<file path="src/rtl/matrix_loader.sv">
// matrix_loader: writes an 8-bit valid/ready byte stream row-major into the
// 4096-word operand memories MEM_A and/or MEM_B, then pulses load_done.
module matrix_loader #(
    parameter int DATA_W  = 8,
    parameter int ADDR_W  = 12,
    parameter int N_WORDS = 4096
) (
    input  logic                clk,
    input  logic                rstn,
    input  logic                load_start,
    input  logic [1:0]          load_sel,
    input  logic                in_valid,
    input  logic [DATA_W-1:0]   in_data,
    output logic                in_ready,
    output logic [DATA_W-1:0]   mem_a_wdata,
    output logic [ADDR_W-3:0]   mem_a_addr_hi,
    output logic [1:0]          mem_a_addr_lo,
    output logic                mem_a_nwrt,
    output logic                mem_a_nce,
    output logic [DATA_W-1:0]   mem_b_wdata,
    output logic [ADDR_W-3:0]   mem_b_addr_hi,
    output logic [1:0]          mem_b_addr_lo,
    output logic                mem_b_nwrt,
    output logic                mem_b_nce,
    output logic                busy,
    output logic                load_done
);

    typedef enum logic [1:0] {
        IDLE   = 2'd0,
        LOAD_A = 2'd1,
        LOAD_B = 2'd2,
        FLUSH  = 2'd3
    } state_t;

    state_t              state;
    state_t              state_nxt;
    logic [ADDR_W-1:0]   word_cnt;
    logic [1:0]          sel_q;
    logic                hs;
    logic                last_word;
    logic                req_ok;

    assign hs        = in_valid & in_ready;
    assign last_word = (word_cnt == ADDR_W'(N_WORDS - 1));
    assign req_ok    = (state == IDLE) && load_start && (load_sel != 2'b00);
    assign busy      = (state != IDLE);

    // State register
    always_ff @(posedge clk) begin
        if (!rstn) state <= IDLE;
        else       state <= state_nxt;
    end

    // Next-state decode
    always_comb begin
        state_nxt = state;
        case (state)
            IDLE: begin
                if (load_start) begin
                    if (load_sel[0])      state_nxt = LOAD_A;
                    else if (load_sel[1]) state_nxt = LOAD_B;
                end
            end
            LOAD_A: begin
                if (hs && last_word) state_nxt = (sel_q == 2'b11) ? LOAD_B : FLUSH;
            end
            LOAD_B: begin
                if (hs && last_word) state_nxt = FLUSH;
            end
            FLUSH:   state_nxt = IDLE;
            default: state_nxt = IDLE;
        endcase
    end

    // Word counter and captured select; the end-of-matrix handshake clears the counter
    always_ff @(posedge clk) begin
        if (!rstn) begin
            word_cnt <= '0;
            sel_q    <= 2'b00;
        end else begin
            if (req_ok) begin
                sel_q    <= load_sel;
                word_cnt <= '0;
            end
            if (hs) word_cnt <= last_word ? '0 : word_cnt + 1'b1;
        end
    end

    // Registered handshake, completion and memory write strobes
    always_ff @(posedge clk) begin
        if (!rstn) begin
            in_ready      <= 1'b0;
            load_done     <= 1'b0;
            mem_a_nce     <= 1'b1;
            mem_a_nwrt    <= 1'b1;
            mem_a_wdata   <= '0;
            mem_a_addr_hi <= '0;
            mem_a_addr_lo <= '0;
            mem_b_nce     <= 1'b1;
            mem_b_nwrt    <= 1'b1;
            mem_b_wdata   <= '0;
            mem_b_addr_hi <= '0;
            mem_b_addr_lo <= '0;
        end else begin
            in_ready   <= (state_nxt == LOAD_A) || (state_nxt == LOAD_B);
            load_done  <= (state == FLUSH);
            mem_a_nce  <= ~(hs && (state == LOAD_A));
            mem_a_nwrt <= ~(hs && (state == LOAD_A));
            mem_b_nce  <= ~(hs && (state == LOAD_B));
            mem_b_nwrt <= ~(hs && (state == LOAD_B));
            if (hs && (state == LOAD_A)) begin
                mem_a_wdata   <= in_data;
                mem_a_addr_hi <= word_cnt[ADDR_W-1:2];
                mem_a_addr_lo <= word_cnt[1:0];
            end
            if (hs && (state == LOAD_B)) begin
                mem_b_wdata   <= in_data;
                mem_b_addr_hi <= word_cnt[ADDR_W-1:2];
                mem_b_addr_lo <= word_cnt[1:0];
            end
        end
    end

endmodule

</file>
<file path="config.mk">
export PLATFORM = sky130hd
export DESIGN_NAME = matrix_loader
export DESIGN_NICKNAME = d
export VERILOG_FILES = /design/src/rtl/matrix_loader.sv
export SDC_FILE = /design/constraint.sdc
export NUM_CORES = 1
export LEC_CHECK = 0
export CORE_MARGIN = 2
export CORE_UTILIZATION = 52
export DETAILED_ROUTE_END_ITERATION = 8
export PLACE_DENSITY = 0.94
export SYNTH_ARGS = -nofsm -noshare
export SYNTH_HDL_FRONTEND = slang
export SYNTH_SLANG_ARGS = --single-unit
</file>
<file path="constraint.sdc">
create_clock -name clk -period 3 [get_ports clk]
set_input_delay 0.3 -clock clk [delete_from_list [all_inputs] [get_ports clk]]
set_output_delay 0.3 -clock clk [all_outputs]
set_load 0.01 [all_outputs]
</file>
==> impl_metrics.json, run 1 <==
{
  "grt_pass1_vias": 2008,
  "grt_setup_unrepaired": "false",
  "grt_max_degree": 38,
  "maxSlewViolCount": 0,
  "p_leak_nw": 1.10,
  "cts.path.max_buffers": 2,
  "end_kind": "register",
  "track_usage_pct": 23.3,
  "synth_mux_area_share_pct": 0,
  "slew_headroom_pct": 62.0,
  "setup_viol": 0,
  "tightest_slew_ps": 568,
  "synth-seq-cells": 60,
  "synth_cell_types": 40,
  "grt_pass1_wl_mm": 9.27,
  "timing.hold.ws_ps": 452,
  "die_x_um": 71.6,
  "port_buffers": 60,
  "power.total_mw": 1.61,
  "synth_nets": 305,
  "firstDrtPassIters": 5,
  "finalHoldViolCount": 0,
  "ys_seq_area_share_pct": 50.6,
  "die_height_um": 71.6,
  "gp_congestion": 0.955,
  "cts_tree": "built",
  "core_area_um2": 4380,
  "syn_area_um2": 2380,
  "p_per_area_nw_per_um2": 507,
  "initial_utilization_pct": 54.2,
  "final_nets": 361,
  "vdd_drop_max_uv": 352,
  "num_rows": 24,
  "syn_inst": 290,
  "final_cell_area_um2": 3180,
  "clock-skew-final_ps": 6.56,
  "synth-simple-area-share_pct": 25.3,
  "ant_nets": 0,
  "cts_max_level": 3,
  "min_period_ps": 2000,
  "ctsHoldBuffers": 0,
  "synth_adder_area_share_pct": 0.527,
  "cap_violations": 0,
  "fillers": 354,
  "arrival_ps": 2190,
  "numCtsBuffers": 9,
  "drc": 0,
  "critical_path_class": "register to register",
  "syn_to_final_growth_pct": 33.8,
  "critPathRequiredTime_ps": 3190,
  "num_vias": 2222,
  "fmax_mhz": 500,
  "vias_per_cell": 5.53,
  "wl_per_cell_um": 14.4,
  "fin_setup_tns_ps": 0,
  "synth-xor-area-share_pct": 0,
  "clkSinkCount": 60,
  "status": "finished clean",
  "overflow": 0,
  "antennaDiodeCount": 0,
  "io_pins": 61,
  "fin_crit_sh_pct": 66.7,
  "antenna_found_initial": 0,
  "clk_pin_slew_ps": 70,
  "synth_compound_area_share_pct": 19.3,
  "drive_gt1_share_pct": 8.29,
  "drt_iter0_markers": 240,
  "ys_warn_count": 0,
  "crit_fanout": 9,
  "die-area_um2": 5130,
  "clk_latency_ps": 330,
  "syn_avg_cell_area_um2": 8.19,
  "dp_hpwl_mm": 3.88,
  "cts_resized": 0,
  "start_kind": "register",
  "wl_mm": 5.78,
  "place_area_um2": 2990,
  "cts_setup_buffers": 0,
  "root_buffer": "clkbuf_8",
  "synth_top_family_by_area": "simple AND/OR/NAND/NOR gates",
  "hp-class": "register to register"
}
-- metal layers --
layer	global-route usage (%)	wire length [um]	up-vias
li1	-	-	1096
met1	30.7	2480	1025
met2	35.4	2800	88
met3	4.36	353	13
met4	14.7	147	0
met5	0	0	-
-- state kept, by name (all words and copies together), names as in the netlist --
signal	cells
mem_b_addr_hi	10
in_ready	1
mem_a_wdata	8
state	2
load_done	1
mem_a_addr_lo	2
mem_b_nce	1
mem_b_addr_lo	2
mem_b_wdata	8
sel_q	2
word_cnt	12
mem_a_nce	1
mem_a_addr_hi	10
-- stage by stage --
| stage | cells | utilization, % | setup WS, ps |
|---|---|---|---|
| final | 402 | 72.5 | 999 |
| after detailed placement | 387 | 68.2 | 901 |
| after CTS | 402 | 72.5 | 1010 |
| after global routing | 402 | 72.5 | 819 |
| after global placement | 387 | 68.2 | 991 |
| after floorplan | 290 | - | 1310 |
-- final timing paths --
path / from / endpoint / slack, ps / cells past startpoint
worst max-delay path: word_cnt[0] / word_cnt[9] / 1000 / 6
worst min-delay path: mem_b_addr_hi[0] / mem_b_addr_hi[0] / 450 / 2
worst max register to register: word_cnt[0] / word_cnt[9] / 1000 / 6
worst min register to register: mem_b_addr_hi[0] / mem_b_addr_hi[0] / 450 / 2
-- report_power, final --
group / leakage [nW] / total, mW / internal [mW] / switching [mW]
clock network: 0.0979 / 0.700 / 0.397 / 0.304
registers: 0.484 / 0.812 / 0.805 / 0.00747
logic: 0.513 / 0.0978 / 0.0425 / 0.0553
-- logic make-up after synthesis --
family / Yosys count
fa+ha+maj: 1
flops: 60
buf+inv: 24
compound gates: 76
simple gates: 129
-- cell usage after synthesis --
cell type,count,share of area (%)
nand4_1,1,0.26
a31oi_1,4,1.1
nand2_1,89,14
inv_2,1,0.16
a22oi_1,1,0.32
nand2b_1,2,0.53
nand3_4,2,1.5
nor3_1,4,0.84
and2_1,2,0.53
a41o_1,2,0.84
nand4b_1,2,0.74
nand3b_1,1,0.32
o31ai_2,1,0.53
o2bb2ai_1,1,0.37
inv_1,4,0.63
or2_1,1,0.26
or2_2,1,0.26
clkbuf_1,13,2.1
and4_1,1,0.37
o31a_1,1,0.37
clkbuf_2,1,0.21
nand3_1,3,0.63
a21oi_1,53,11
a311oi_1,3,1.1
buf_2,3,0.63
and3_1,3,0.79
nor2_1,13,2.1
buf_4,2,0.63
nor4_4,1,0.90
nor3b_2,1,0.53
a31o_2,1,0.37
o41ai_4,1,1.2
o211a_1,1,0.42
o21ai_0,4,0.84
nand4_2,1,0.53
ha_1,1,0.53
o21ai_1,2,0.42
or3_1,1,0.26
o211ai_1,1,0.32
dfxtp_1,60,51
-- layout make-up --
class                           instances  area (um^2)  area share [%]
Clock buffer                           10          138            4.33
Clock inverter                          5         52.6            1.65
Inverter                                5         18.8           0.591
Multi-Input combinational cell        206         1070            33.7
Sequential cell                        60         1200            37.8
Tap cell                               52         65.1            2.05
Timing Repair Buffer                   64          631            19.8
-- cell usage in the layout (no fill, tap or decap), drive strengths merged, types with 2 or more instances in the layout --
cell	instances
nand3	5
buf	4
a21oi	53
a311oi	3
and2	2
o21ai	6
a31oi	4
nand2b	2
a41o	2
dfxtp	60
clkbuf	10
and3	3
nand4b	2
nand4	2
nor2	13
clkinv	3
nand2	89
or2	2
inv	5
clkdlybuf4s50	60
nor3	4
-- worst max-delay path: stages (launching register included) --
cell      delay, ps
dfxtp_1         460
ha_1            300
nand3_4         140
o41ai_4         580
nor3_1          130
a31oi_1         190
a311oi_1         70
(Power assumes the default switching activity.)
==> run 2: changes to the inputs <==
--- a/config.mk
+++ b/config.mk
@@ -6,9 +6,9 @@
 export NUM_CORES = 1
 export LEC_CHECK = 0
 export CORE_MARGIN = 2
-export CORE_UTILIZATION = 52
+export CORE_UTILIZATION = 48
 export DETAILED_ROUTE_END_ITERATION = 8
-export PLACE_DENSITY = 0.94
+export PLACE_DENSITY = 0.89
 export SYNTH_ARGS = -nofsm -noshare
 export SYNTH_HDL_FRONTEND = slang
 export SYNTH_SLANG_ARGS = --single-unit
==> constraint.sdc (replaced) <==
create_clock -name clk -period 2.02 [get_ports clk]
set_input_delay 0.202 -clock clk [delete_from_list [all_inputs] [get_ports clk]]
set_output_delay 0.202 -clock clk [all_outputs]
set_load 0.01 [all_outputs]
==> impl_metrics.json, run 2 (same netlist as run 1, synthesis figures left out) <==
{
  "overflow": 0,
  "clock-skew-final_ps": 7.59,
  "maxSlewViolCount": 0,
  "max_stage_delay_ps": 460,
  "cap_violations": 0,
  "holdCritStartpoint": "in_data[1]",
  "initial_utilization_pct": 50.0,
  "wl_mm": 5.82,
  "ant_nets": 0,
  "syn_to_final_growth_pct": 39.1,
  "vdd_drop_max_uv": 521,
  "cts_max_level": 3,
  "largest-register": "word_cnt",
  "fin_crit_sh_pct": 91.9,
  "cts_tree": "built",
  "finalHoldViolCount": 0,
  "status": "finished clean",
  "core_area_um2": 4750,
  "largest_register_ffs": 12,
  "fin_setup_tns_ps": 0,
  "critical_path_class": "register to register",
  "root_buffer": "clkbuf_8",
  "port_buffers": 60,
  "numCtsBuffers": 9,
  "top_regs": "word_cnt: 12 flops, mem_a_addr_hi: 10 flops, mem_b_addr_hi: 10 flops",
  "start_kind": "register",
  "crit_family": "compound AO/OA/AOI/OAI gates",
  "critPathRequiredTime_ps": 2220,
  "mostFrequentLayoutCells": "nand2_1 (89), dfxtp_1 (60), clkdlybuf4s50_1 (60), a21oi_1 (53), buf_4 (14)",
  "p_leak_nw": 1.16,
  "dp_worst_setup_slack_ps": 105,
  "die-area_um2": 5530,
  "antennaDiodeCount": 0,
  "drive_gt1_share_pct": 10.5,
  "place_area_um2": 3100,
  "grt_pass1_wl_mm": 9.63,
  "antenna_found_initial": 0,
  "p_per_area_nw_per_um2": 743,
  "power.total_mw": 2.46,
  "cts_setup_buffers": 0,
  "setup_viol": 0,
  "num_rows": 25,
  "min_period_ps": 1860,
  "drc": 0,
  "grt_setup_unrepaired": "false",
  "track_usage_pct": 23.1,
  "tightest_slew_ps": 525,
  "wl_per_cell_um": 13.6,
  "hp-class": "primary input to register",
  "gp_congestion": 0.859,
  "crit_buf_inv": 0,
  "grt_max_degree": 39,
  "r2r-start": "word_cnt[1]",
  "final_nets": 372,
  "slowest_stage": "o41ai_4",
  "setup_slack_ps": 164,
  "grt_pass1_vias": 2150,
  "num_vias": 2245,
  "die_height_um": 74.4,
  "dp_hpwl_mm": 4.12,
  "clk_latency_ps": 340,
  "critPathLaunch": "word_cnt[1]",
  "arrival_ps": 2050,
  "vias_per_cell": 5.25,
  "ctsHoldBuffers": 0,
  "fmax_mhz": 539,
  "end_kind": "register",
  "clk_pin_slew_ps": 60,
  "path_cells": "ha_1 -> nand3_4 -> o41ai_4 -> nor3_1 -> a31oi_1 -> a311oi_1",
  "drt_iter0_markers": 243,
  "die_x_um": 74.4,
  "final_cell_area_um2": 3300,
  "clkSinkCount": 60,
  "cts.path.max_buffers": 2,
  "slew_headroom_pct": 64.9,
  "io_pins": 61,
  "crit_fanout": 9,
  "firstDrtPassIters": 4,
  "final_common_cell": "nand2_1"
}
==> run 2: changes by cell type in the layout (fill, tap and decap cells not counted), sizes merged <==
cell      delta
buf         +11
clkbuf       +4
clkinv       -3
clkinvlp     -1
==> run 2: repair_timing <==
action | 4_1_cts | 5_1_grt
gates resized for setup | 0 | 0
endpoints found under the setup margin | 0 | 2
hold endpoints to repair | 0 | 0
==> run 2: final cells by class <==
type	count	area, um^2
fillers	381	1450
flip-flops and latches	60	1200
multi-input cells	206	1070
repair buffers	75	726
clock buffers	14	173
well taps	67	83.8
clock inverters	1	30.0
inverters	5	18.8
==> run 2: routing by layer <==
metal,track usage (%),vias to the layer above,share of wire [%]
li1,-,1122,-
met1,27.5,1049,43
met2,38.3,63,49
met3,6.23,11,5.3
met4,12.3,0,2.2
met5,0,-,0
==> run 2: power by group <==
part           switching, mW  internal (mW)
Combinational         0.0857         0.0712
Clock                  0.430          0.665
Sequential           0.00874           1.20
Total                  0.524           1.93
==> run 2: worst paths after layout <==
| path | end | slack (ps) | depth (start not counted) |
|---|---|---|---|
| worst max-delay path | word_cnt[9] | 160 | 6 |
| worst min register to register | mem_b_addr_hi[3] | 450 | 2 |
| worst max register to register | word_cnt[9] | 160 | 6 |
| worst min-delay path | mem_b_wdata[1] | 440 | 3 |
==> run 2: tightest hold or removal path, stage by stage <==
cell	delay (ps)
clkdlybuf4s50_1	420
nand2_1	60
a21oi_1	50
==> run 2: stage by stage <==
step                utilization, %  hold slack [ps]  std cells
global route                  69.5              445        428
CTS                           69.5              428        428
floorplan                        -              264        290
detailed placement            65.2              447        413
finish                        69.5              440        428
global placement              65.2              442        413
